`src/rtl/arb2_rr.sv`:
```
// ---------------------------------------------------------------------------
// arb2_rr : two-source round-robin arbiter feeding a one-entry output slice
// Revision: 1.0
// ---------------------------------------------------------------------------
`default_nettype none

module arb2_rr #(
    parameter int DWIDTH = 8
) (
    input  logic              i_clk,
    input  logic              i_rst,
    input  logic              i_valid0,
    input  logic [DWIDTH-1:0] i_data0,
    output logic              o_ready0,
    input  logic              i_valid1,
    input  logic [DWIDTH-1:0] i_data1,
    output logic              o_ready1,
    output logic              o_valid,
    output logic [DWIDTH-1:0] o_data,
    output logic              o_sel,
    input  logic              i_ready
);

    logic              r_prio;
    logic              r_valid;
    logic [DWIDTH-1:0] r_data;
    logic              r_sel;

    logic              w_slot_free;
    logic              w_gnt;
    logic              w_accept;
    logic [DWIDTH-1:0] w_gnt_data;

    // With no contention the lone requester wins; the value with no requester is unused.
    assign w_slot_free = !r_valid || i_ready;
    assign w_gnt       = (i_valid0 && i_valid1) ? r_prio : i_valid1;
    assign w_gnt_data  = w_gnt ? i_data1 : i_data0;

    assign o_ready0 = w_slot_free && i_valid0 && !w_gnt;
    assign o_ready1 = w_slot_free && i_valid1 &&  w_gnt;
    assign w_accept = o_ready0 || o_ready1;

    always_ff @(posedge i_clk or posedge i_rst) begin
        if (i_rst) begin
            r_prio  <= 1'b0;
            r_valid <= 1'b0;
            r_data  <= '0;
            r_sel   <= 1'b0;
        end else if (w_accept) begin
            r_valid <= 1'b1;
            r_data  <= w_gnt_data;
            r_sel   <= w_gnt;
            r_prio  <= ~w_gnt;
        end else if (r_valid && i_ready) begin
            r_valid <= 1'b0;
        end
    end

    assign o_valid = r_valid;
    assign o_data  = r_data;
    assign o_sel   = r_sel;

endmodule

`default_nettype wire

```
`config.mk`:
```
export PLATFORM = sky130hd
export DESIGN_NAME = arb2_rr
export DESIGN_NICKNAME = d
export VERILOG_FILES = /design/src/rtl/arb2_rr.sv
export SDC_FILE = /design/constraint.sdc
export NUM_CORES = 1
export LEC_CHECK = 0
export BUFFER_PORTS_ARGS = -buffer_cell sky130_fd_sc_hd__buf_2
export CAP_MARGIN = 15
export CORE_AREA = 2 2 40 42
export DETAILED_ROUTE_END_ITERATION = 16
export DIE_AREA = 0 0 42 44
export GPL_TIMING_DRIVEN = 0
export PLACE_DENSITY = 0.78
export SLEW_MARGIN = 20
export SYNTH_ARGS = -nofsm -noshare
export SYNTH_HDL_FRONTEND = slang
export SYNTH_SLANG_ARGS = --single-unit
```
`constraint.sdc`:
```
create_clock -name i_clk -period 3.1 [get_ports i_clk]
set_clock_uncertainty 0.15 [all_clocks]
set_input_delay 0.62 -clock i_clk [delete_from_list [all_inputs] [get_ports i_clk]]
set_output_delay 0.62 -clock i_clk [all_outputs]
set_load 0.1 [all_outputs]
```
==> impl_results.md <==
* Vias at 599
* Tcrit/Tclk final at 0.779
* CP Max Fanout at 10
* Crit path required time at 2330 ps
* # fillers at 148
* # placed instances at 110
* Drt drc at 0
* First-pass GRT wire length at 2.52 mm
* IO Port Bufs at 32
* Number of CTS-inserted buffers at 3
* Initial antenna violation count at 0
* Worst R2R Setup Slack at 1650 ps
* FF/Latch Area at 275 sq um
* Metal1 wirelength at 569 um
* Max Used Layer: met4
* Final setup viols at 0
* Routed wire length per instance at 12.8 um
* Initial DRC count at 7
* Die Wd at 42 um
* Worst Tran Pin Value at 490 ps
* Total grt overflow at 0
* GRT Util Overall at 0.182
* Synthesized Nets at 83
* Achievable Freq at 414 MHz
* Num ports at 33
* Multi-input logic area at 298 sq um
* P per Cell Area at 683 nW/um^2
* CTS tree: done
* Seq/Total Area, Yosys at 0.449
* Layout cell share with drive strength beyond 1 at 0.500
* Post-synth top area share at 0.449
* Antenna Nets Post-Route at 0
* Largest area contributor in the netlist: dfrtp_1
* H-tree depth at 1
* Fin. max-slew vios at 0
* Initial Util at 0.432
* Longest Clk Path Bufs at 2
* Met2 wire len at 781 um
* Post-CTS Hold Buffers at 0
* WHS at 170 ps
* Number of synthesis warnings at 0
* WS Path Type: in2out
* Setup WS pre-CTS at 681 ps
* DP Area at 797 sq um
* #FFs+latches synth at 11
* CTS Sinks at 11
* Layout Cell Area excl Fill at 823 sq um
* Mapped cell area at 613 sq um
* Min-delay worst type: in2async
* Final Worst Setup Slack at 685 ps
* Final nets at 120
* DP HPWL at 1.08 mm
* Slew headroom at 0.673
* VDD IR max at 0.380 mV
* Die Y at 44 um
* Non-Filler Instances at 114
* Area Overhead vs Synth at 34.3%
* Final core occ at 0.580
* Clock Latency Late Sink at 270 ps
* Status: completed
* Clk root buf: clkbuf_4
* Setup TNS at 0 ps
* Total Power at 0.563 mW
* Critical Path AT at 1640 ps
* RSZ-0062 raised after global routing: false
* Vias in the first global route at 587
* CTS resizes at 0
* Post-layout min period at 2410 ps
* Average cell area after synthesis at 9.89 sq um
* Diodes inserted at 0
* Rows at 14
* Leakage at 0.376 nW
* Met3 wire length at 85 um
* Post-CTS Setup Bufs at 0
* Via density at 5.25
* CP Capture Type: primary output
* Die area at 1850 sq um
* Core Area at 1420 sq um
* Worst setup SP type: input pin
* Synth area leaders: dfrtp_1, a31oi_2, a21oi_1
* Mapped Cells at 62
* Distinct cells, synth at 17
* Largest net degree at the start of global routing at 12
* Final Hold Violating Endpoints at 0
* Clk pin slew, worst setup/hold paths at 70 ps
* Routability-driven placement congestion ratio at 0.748
* Routed WL at 1.45 mm
* Drt first pass iters at 4
* Max Cap Violations at 0
-- cells in the mapped netlist --
master    instances
a21o_1            1
a21oi_1          10
a31oi_1           1
a31oi_2           8
and2_4            1
and3_1            1
buf_2             2
buf_6             2
clkbuf_1          1
dfrtp_1          11
inv_1             2
nand2_1           1
nand2b_1          3
nand3_1           8
nor2b_1           1
o21ai_0           8
or2_1             1
-- worst max-delay path, stage by stage --
cell and delay, ps:
buf_2 120, nand2b_1 60, buf_2 210, and3_1 200
buf_2 430
-- placed cells by master, fill, tap and decap left out, drive strengths merged --
cell type	synthesis	final
a21o	1	1
a31oi	9	9
inv	2	2
o21ai	8	8
dfrtp	11	11
nor2b	1	1
and3	1	1
clkbuf	1	5
nand2b	3	3
nand2	1	1
or2	1	1
and2	1	1
buf	4	36
a21oi	10	10
nand3	8	8
-- report_power, final --
| part | switching, mW | internal (mW) |
|---|---|---|
| registers | 0.0130 | 0.166 |
| logic | 0.225 | 0.0568 |
| clock network | 0.0518 | 0.0499 |
| total | 0.290 | 0.273 |
-- path summary, 6_finish.rpt --
path                       startpoint         to  depth (start not counted)
max                          i_valid0   o_ready1                          5
min                             i_rst    o_valid                          2
max reg2reg                    r_prio  o_data[1]                          3
min reg2reg                     o_sel      o_sel                          1
max in group asynchronous       i_rst  o_data[3]                          2
min in group i_clk              o_sel      o_sel                          1
-- layer usage --
metal | vias to the layer above | global-route usage
li1 | 300 | -
met1 | 272 | 0.224
met2 | 23 | 0.309
met3 | 4 | 0.0375
met4 | 0 | 0.0774
met5 | - | 0
-- registers in the layout (all words and copies together), names as in the netlist --
register and flops:
o_data 8, o_valid 1, o_sel 1, r_prio 1
-- cell type report --
class / instances / area share
Buffer: 5 / 0.0441
Timing Repair Buffer: 32 / 0.195
Sequential cell: 11 / 0.334
Tap cell: 16 / 0.0243
Clock buffer: 4 / 0.0319
Inverter: 2 / 0.00912
Multi-Input combinational cell: 44 / 0.362
-- logic make-up after synthesis --
| kind of cell | Yosys count | share of synthesized area |
|---|---|---|
| buffers and inverters | 7 | 0.0714 |
| and+or+nand+nor | 16 | 0.147 |
| AOI/OAI and AO/OA | 28 | 0.333 |
| DFF | 11 | 0.449 |
No activity file was read; power rests on OpenSTA's default activity.
